File: config.mk
export PLATFORM = sky130hd
export DESIGN_NAME = duty_cycle_monitor
export DESIGN_NICKNAME = d
export VERILOG_FILES = /design/src/rtl/duty_cycle_monitor.sv
export SDC_FILE = /design/constraint.sdc
export NUM_CORES = 1
export LEC_CHECK = 0
export BUFFER_PORTS_ARGS = -buffer_cell sky130_fd_sc_hd__buf_2
export CAP_MARGIN = 25
export CORE_MARGIN = 2
export CORE_UTILIZATION = 45
export DETAILED_ROUTE_END_ITERATION = 16
export SYNTH_ARGS = -nofsm -noshare
export SYNTH_HDL_FRONTEND = slang
export SYNTH_SLANG_ARGS = --single-unit
File: constraint.sdc
create_clock -name i_clk_in -period 2.2 [get_ports i_clk_in]
set_input_delay 0.11 -clock i_clk_in [delete_from_list [all_inputs] [get_ports i_clk_in]]
set_output_delay 0.11 -clock i_clk_in [all_outputs]
set_load 0.01 [all_outputs]
File: src/rtl/duty_cycle_monitor.sv
// Duty-cycle monitor: measures period and high time of clk_mon in clk_in cycles and tracks lock.
// Define DUTY_MON_SYNC_EN to put a two-flop synchronizer in front of the sampling flop.
module duty_cycle_monitor #(
    parameter int unsigned CNT_W      = 8,
    parameter int unsigned EXP_PERIOD = 6,
    parameter int unsigned EXP_HIGH   = 2,
    parameter int unsigned LOCK_COUNT = 4
) (
    input  logic             i_clk_in,
    input  logic             i_rst,
    input  logic             i_clk_mon,
    output logic             o_meas_valid,
    output logic [CNT_W-1:0] o_period_out,
    output logic [CNT_W-1:0] o_high_out,
    output logic             o_locked,
    output logic             o_mismatch,
    output logic             o_timeout
);
    localparam logic [CNT_W-1:0] CntMax    = {CNT_W{1'b1}};
    localparam logic [CNT_W-1:0] ExpPeriod = CNT_W'(EXP_PERIOD);
    localparam logic [CNT_W-1:0] ExpHigh   = CNT_W'(EXP_HIGH);
    localparam logic [3:0]       LockCnt   = 4'(LOCK_COUNT);

    typedef enum logic [1:0] {StIdle, StArmed, StLocked} state_t;

    state_t           r_state;
    logic             r_smp;
    logic             r_prev;
    logic [CNT_W-1:0] r_cur_period;
    logic [CNT_W-1:0] r_cur_high;
    logic [3:0]       r_match_cnt;
    logic             r_meas_valid;
    logic [CNT_W-1:0] r_period;
    logic [CNT_W-1:0] r_high;
    logic             r_locked;
    logic             r_mismatch;
    logic             r_timeout;

    logic             w_smp_d;
    logic             w_rise;
    logic             w_match;
    logic [3:0]       w_cnt_inc;

`ifdef DUTY_MON_SYNC_EN
    logic [1:0] r_sync;

    always_ff @(posedge i_clk_in or posedge i_rst) begin
        if (i_rst) begin
            r_sync <= '0;
        end else begin
            r_sync <= {r_sync[0], i_clk_mon};
        end
    end

    assign w_smp_d = r_sync[1];
`else
    assign w_smp_d = i_clk_mon;
`endif

    assign w_rise    = r_smp & ~r_prev;
    assign w_match   = (r_cur_period == ExpPeriod) && (r_cur_high == ExpHigh);
    assign w_cnt_inc = (r_match_cnt == 4'hF) ? 4'hF : r_match_cnt + 4'd1;

    // Counters run in every state; at a rise they still hold the finished period.
    always_ff @(posedge i_clk_in or posedge i_rst) begin
        if (i_rst) begin
            r_smp        <= 1'b0;
            r_prev       <= 1'b0;
            r_cur_period <= '0;
            r_cur_high   <= '0;
        end else begin
            r_smp  <= w_smp_d;
            r_prev <= r_smp;
            if (w_rise) begin
                r_cur_period <= CNT_W'(1);
                r_cur_high   <= CNT_W'(1);
            end else begin
                if (r_cur_period != CntMax) begin
                    r_cur_period <= r_cur_period + CNT_W'(1);
                end
                if (r_smp && (r_cur_high != CntMax)) begin
                    r_cur_high <= r_cur_high + CNT_W'(1);
                end
            end
        end
    end

    always_ff @(posedge i_clk_in or posedge i_rst) begin
        if (i_rst) begin
            r_state      <= StIdle;
            r_match_cnt  <= '0;
            r_meas_valid <= 1'b0;
            r_period     <= '0;
            r_high       <= '0;
            r_locked     <= 1'b0;
            r_mismatch   <= 1'b0;
            r_timeout    <= 1'b0;
        end else begin
            r_meas_valid <= 1'b0;
            r_mismatch   <= 1'b0;
            r_timeout    <= 1'b0;
            unique case (r_state)
                StIdle: begin
                    r_locked <= 1'b0;
                    // First rise only starts a period; nothing to report yet.
                    if (w_rise) begin
                        r_state <= StArmed;
                    end
                end
                StArmed, StLocked: begin
                    if (w_rise) begin
                        r_meas_valid <= 1'b1;
                        r_period     <= r_cur_period;
                        r_high       <= r_cur_high;
                        if (w_match) begin
                            r_match_cnt <= w_cnt_inc;
                            if ((r_state == StLocked) || (w_cnt_inc == LockCnt)) begin
                                r_state  <= StLocked;
                                r_locked <= 1'b1;
                            end
                        end else begin
                            r_mismatch  <= 1'b1;
                            r_match_cnt <= '0;
                            r_state     <= StArmed;
                            r_locked    <= 1'b0;
                        end
                    end else if (r_cur_period == CntMax) begin
                        r_timeout   <= 1'b1;
                        r_match_cnt <= '0;
                        r_state     <= StIdle;
                        r_locked    <= 1'b0;
                    end
                end
                default: begin
                    r_state  <= StIdle;
                    r_locked <= 1'b0;
                end
            endcase
        end
    end

    assign o_meas_valid = r_meas_valid;
    assign o_period_out = r_period;
    assign o_high_out   = r_high;
    assign o_locked     = r_locked;
    assign o_mismatch   = r_mismatch;
    assign o_timeout    = r_timeout;

endmodule
==> results of run 1 <==
## path summary, 6_finish.rpt
| check | start | endpoint | slack [ps] | cells past startpoint |
|---|---|---|---|---|
| min in group i_clk_in | i_clk_mon | r_smp | 460 | 2 |
| worst min-delay path | i_rst | o_high_out[7] | 410 | 3 |
| max in group asynchronous | i_rst | r_cur_high[1] | 1210 | 4 |
| worst min register to register | o_period_out[7] | o_period_out[7] | 470 | 2 |
| worst max-delay path | r_match_cnt[0] | r_state[1] | 110 | 5 |
| worst max register to register | r_match_cnt[0] | r_state[1] | 110 | 5 |
## where the power goes
group	leakage [nW]	switching (mW)	internal (mW)
clock network	0.0410	0.267	0.216
logic	0.659	0.387	0.300
registers	0.584	0.133	0.962
## sequential cells by signal, summed over array words and instances (netlist names)
name          count
r_match_cnt       4
o_timeout         1
r_cur_period      8
o_mismatch        1
o_locked          1
o_period_out      8
o_high_out        8
o_meas_valid      1
r_cur_high        8
r_state           2
r_prev            1
r_smp             1
## logic make-up (layout without fill, tap and decap cells)
logic type | count (synthesis) | count (layout) | share of synthesized area (%)
buffers and inverters | 16 | 50 | 2.78
flip-flops | 44 | 44 | 49.9
AND/OR/NAND/NOR | 108 | 108 | 26.0
adder cells (fa/ha/maj) | 8 | 8 | 4.54
multiplexers | 3 | 3 | 1.59
XOR/XNOR | 9 | 9 | 3.57
AO/OA/AOI/OAI | 32 | 32 | 11.6
## metrics by stage
stage | setup slack [ps] | cell area [um^2]
5_1_grt | 18.1 | 2540
4_1_cts | 92.3 | 2540
6_report | 112 | 2540
3_3_place_gp | 138 | 2450
3_5_place_dp | 105 | 2450
2_1_floorplan | 146 | 2210
## layout make-up
| type | instances | area (um^2) | area share, % |
|---|---|---|---|
| Sequential cell | 44 | 1100 | 43.3 |
| Multi-Input combinational cell | 160 | 1040 | 41.0 |
| Tap cell | 67 | 83.8 | 3.29 |
| Clock inverter | 1 | 5.00 | 0.197 |
| Inverter | 9 | 33.8 | 1.33 |
| Clock buffer | 6 | 72.6 | 2.85 |
| Timing Repair Buffer | 34 | 205 | 8.06 |
## critical path, stage by stage (launching register included)
cell,delay (ps)
dfrtp_1,430
ha_1,230
or4b_1,520
a311oi_2,340
o41ai_2,160
mux2_4,300
## cells in the mapped netlist (all sizes together) (2+ instances only)
cell     count
nand2       54
dfrtp       44
nor2        18
inv          9
ha           8
nand3        7
o21ai        7
xor2         7
clkbuf       6
nor3         5
a21oi        3
and3         3
nand4        3
o211ai       3
a22o         2
and4         2
mux2i        2
nand2b       2
nand4b       2
o2111ai      2
o311a        2
o41ai        2
or3          2
xnor2        2
## cell usage in the layout (no fill, tap or decap), types with 2 or more instances in the layout
cell type / instances
a21oi_1: 3
a22o_1: 2
and3_1: 3
and4_1: 2
buf_2: 22
buf_4: 10
clkbuf_8: 5
dfrtp_1: 44
dlygate4sd3_1: 2
ha_1: 8
inv_1: 7
mux2i_1: 2
nand2_1: 53
nand2b_1: 2
nand3_1: 7
nand4b_1: 2
nor2_1: 17
nor3_1: 5
o2111ai_1: 2
o211ai_1: 3
o21ai_0: 2
o21ai_1: 5
o311a_1: 2
or3_1: 2
xnor2_1: 2
xor2_1: 7
## metal layers
metal,vias to the layer above,routed length [um],share of wire (%)
li1,841,-,-
met1,806,2180,49
met2,27,2050,46
met3,5,158,3.5
met4,0,61,1.4
met5,-,0,0
==> impl_metrics.yaml, run 1 <==
synth:
  ys_seq_area_share_pct: 49.9
  ys_async_sr_fraction_pct: 100
  ys_ff_latch: 44
  synth_top_area_share_pct: 49.9
  synthTopCellsByArea: "dfrtp_1 50%, nand2_1 9.0%, ha_1 4.5%, nor2_1 2.9%, xor2_1 2.8%"
  avgSynthCellArea_um2: 10.0
  synthesis.nets: 231
  yosys.cell_types.count: 54
  syn_area_um2: 2210
  synth_cells: 220
  ys_warn_count: 0
  ys.flop_type: "dfrtp_1"
  synth_edf_count: 0
  synth_largest_area_cell: "dfrtp_1"
cells_and_area:
  fill_cells: 436
  nets: 265
  drive_gt1_share_pct: 20.5
  finalNonFillerCells: 321
  n_antenna_cell: 0
  syn_to_final_growth_pct: 15.4
  post-route-util_pct: 53.9
timing:
  tns_ps: 0
  holdWs_ps: 406
  rsz0062_at_grt: "no"
  tightest_slew_ps: 782
  min_period_ps: 2090
  finalCritPeriodShare_pct: 94.9
  fmax_ghz: 0.479
  slew_headroom_pct: 47.5
  finalClockSkew_ps: 5.32
  slew_viol_final: 0
  finalSetupViolations: 0
  hold_violations: 0
floorplan:
  rows: 25
  die_area_um2: 5480
  fp.dieH_um: 74.0
  io_pins: 23
  die_w_um: 74.0
  start_util_pct: 46.7
  core_um2: 4720
routing:
  wl_per_cell_um: 13.9
  drc_errors: 0
  viasPerCell: 5.23
  drt_iter0_drc: 42
  ant_nets: 0
  dr.pass1.iters: 4
  dr_total_vias: 1679
  wl_mm: 4.45
critical_path:
  cp-end-kind: "register"
  path_max_fanout: 5
  required_ps: 2390
  cp.arrival_ps: 2270
  start_kind: "register"
  path_class: "reg -> reg"
power_and_ir_drop:
  total_power_mw: 2.27
  ir_drop_mv: 0.533
  power_density_nw_per_um2: 890
  p_leak_nw: 1.28
grt:
  grt_pass1_wl_mm: 7.63
  gr-usage-met1_pct: 26.1
  grt_pass1_vias: 1586
  grt_max_degree: 23
  grtUsageMet2_pct: 28.4
  antenna_found_initial: 0
  grt_most_used_layer: "met2"
  grtUsageTotal_pct: 18.6
  use_met3_pct: 4.20
  globalRouteOverflowTotal: 0
clock_tree:
  htreeDepth: 2
  clockBufferDepth: 2
  ctsHoldBuffers: 2
  cts_tree: "built"
  clk_pin_slew_ps: 80
  post_cts_buffers: 0
  cts_resized: 0
  clk_latency_ps: 300
  cts_inserted_buffers: 5
  cts_sinks: 44
  clockRootBuffer: "clkbuf_8"
outcome:
  status: "finished clean"
placement:
  portBuffers: 22
  place.gp.congestion: 0.801
  dp.cells: 312
  hpwlAfterDp_mm: 3.22
run:
  maxCapViolations: 0
min_path:
  hold_class: "in -> async"
Power figures use the tool's default switching activity.
==> run 2: changes to the inputs <==
--- a/config.mk
+++ b/config.mk
@@ -8,7 +8,7 @@
 export BUFFER_PORTS_ARGS = -buffer_cell sky130_fd_sc_hd__buf_2
 export CAP_MARGIN = 25
 export CORE_MARGIN = 2
-export CORE_UTILIZATION = 45
+export CORE_UTILIZATION = 40
 export DETAILED_ROUTE_END_ITERATION = 16
 export SYNTH_ARGS = -nofsm -noshare
 export SYNTH_HDL_FRONTEND = slang
==> run 2 against run 1 <==
  * Worst hold slack got worse by 61 ps
  * Flip-flop and latch count is the same
  * Combinational power barely moved
  * Clock power up 7.0%
  * Critical path depth grew 1
  * Wire length rose by 5.2%
  * Cell count increased by 2.5%
  * Setup slack gained 6.2 ps
  * Clock skew up 1.2 ps
  * Non-clock buffer count grew 2
  * Global-route usage fell by 1.9 points
  * Critical endpoint unchanged
==> impl_metrics.yaml, run 2 (synthesis gave the netlist of run 1 again) <==
floorplan:
  start_util_pct: 40.8
  core_um2: 5410
  rows: 27
  die_area_um2: 6120
  fp.dieH_um: 78.3
  die_w_um: 78.3
  io_pins: 23
grt:
  grt_most_used_layer: "met2"
  use_met3_pct: 3.68
  grtUsageTotal_pct: 16.7
  antenna_found_initial: 0
  globalRouteOverflowTotal: 0
  gr-usage-met1_pct: 22.5
  grtUsageMet2_pct: 26.9
  grt_pass1_wl_mm: 7.96
  grt_pass1_vias: 1655
  grt_max_degree: 19
critical_path:
  cp-end-kind: "register"
  ff2ff_setup_slack_ps: 120
  cp.arrival_ps: 2270
  rr_worst_depth: 6
  start_kind: "register"
  r2r-end: "r_state[1]"
  rr_startpoint: "r_match_cnt[0]"
  critPathSlowestCell: "or3b_2"
  required_ps: 2380
  path_class: "reg -> reg"
  crit_chain: "ha_2 -> buf_4 -> or3b_2 -> a311oi_2 -> o41ai_2 -> mux2_4"
  max_stage_delay_ps: 450
  path_max_fanout: 6
run:
  maxCapViolations: 0
clock_tree:
  cts_sinks: 44
  cts_inserted_buffers: 5
  clockRootBuffer: "clkbuf_8"
  clk_latency_ps: 290
  clockBufferDepth: 2
  clk_pin_slew_ps: 80
  cts_tree: "built"
  htreeDepth: 2
min_path:
  hold_class: "in -> async"
routing:
  dr.pass1.iters: 4
  ant_nets: 0
  drc_errors: 0
  dr_total_vias: 1700
  drt_iter0_drc: 115
  wl_per_cell_um: 14.2
  viasPerCell: 5.17
  wl_mm: 4.68
timing:
  rsz0062_at_grt: "no"
  hold_violations: 0
  slew_viol_final: 0
  fmax_ghz: 0.480
  min_period_ps: 2080
  tightest_slew_ps: 569
  tns_ps: 0
  slew_headroom_pct: 61.8
  finalCritPeriodShare_pct: 94.6
  finalSetupViolations: 0
  finalClockSkew_ps: 6.53
cells_and_area:
  layout_common_cells: "53 x nand2_1, 44 x dfrtp_1, 22 x buf_2"
  drive_gt1_share_pct: 21.4
  post-route-util_pct: 47.8
  final_common_cell: "nand2_1"
  final_area_um2: 2580
  n_antenna_cell: 0
  nets: 267
  syn_to_final_growth_pct: 17.0
power_and_ir_drop:
  ir_drop_mv: 0.489
  total_power_mw: 2.31
  p_leak_nw: 1.30
  power_density_nw_per_um2: 896
placement:
  place.gp.congestion: 0.806
  hpwlAfterDp_mm: 3.35
  portBuffers: 22
  placedInstanceArea_um2: 2450
outcome:
  status: "finished clean"
run 2: cell types whose count changed in the layout (fill, tap and decap cells not counted), sizes merged:
cell | previous run | this run
buf | 32 | 34
clkinv | 2 | 1
clkbuf | 6 | 8
run 2: what timing repair did:
action | 4_1_cts | 5_1_grt
buffers inserted | 0 | 3
setup endpoints to repair | 0 | 1
resized for setup | 0 | 1
endpoints found under the hold margin | 15 | 0
hold buffers | 2 | 0
run 2: critical path, delay by kind of cell, from the launching register on:
kind            cells  cell delay [ps]
buf+inv             1              130
flops               1              400
fa+ha+maj           1              190
simple gates        1              450
compound gates      2              490
mux                 1              310
run 2: cell type report:
class	instances	area, um^2
Fill cell	540	2820
Sequential cell	44	1100
Multi-Input combinational cell	160	1050
Timing Repair Buffer	36	220
Clock buffer	8	90.1
Tap cell	72	90.1
Inverter	9	33.8
run 2: worst max-delay path by stage:
| stage | slack (ps) | startpoint | depth (start not counted) | end |
|---|---|---|---|---|
| 3_3_place_gp | 150 | r_match_cnt[0] | 5 | r_state[1] |
| 2_1_floorplan | 150 | r_match_cnt[0] | 5 | r_state[1] |
| 3_5_place_dp | 70 | r_match_cnt[0] | 5 | r_state[1] |
| 6_report | 120 | r_match_cnt[0] | 6 | r_state[1] |
| 5_1_grt | 20 | r_match_cnt[0] | 6 | r_state[1] |
| 4_1_cts | 80 | r_match_cnt[0] | 5 | r_state[1] |
run 2: metal layers:
| metal | share of wire [%] | wire (um) |
|---|---|---|
| met5 | 0 | 0 |
| met1 | 48 | 2260 |
| met2 | 48 | 2250 |
| met4 | 1.3 | 59 |
| met3 | 2.4 | 114 |
run 2: stage by stage:
stage	worst slack, ps	instances	hold slack (ps)
after detailed placement	69.8	316	126
after global placement	146	316	130
after floorplan	146	220	141
after CTS	81.7	326	356
final	118	329	344
after global routing	21.2	329	380
run 2: report_power, final:
| part | total (mW) | internal (mW) | leakage, nW | switching, mW |
|---|---|---|---|---|
| Combinational | 0.688 | 0.306 | 0.666 | 0.382 |
| Clock | 0.517 | 0.256 | 0.0455 | 0.261 |
| Sequential | 1.11 | 0.962 | 0.584 | 0.145 |
| Total | 2.31 | 1.52 | 1.30 | 0.788 |
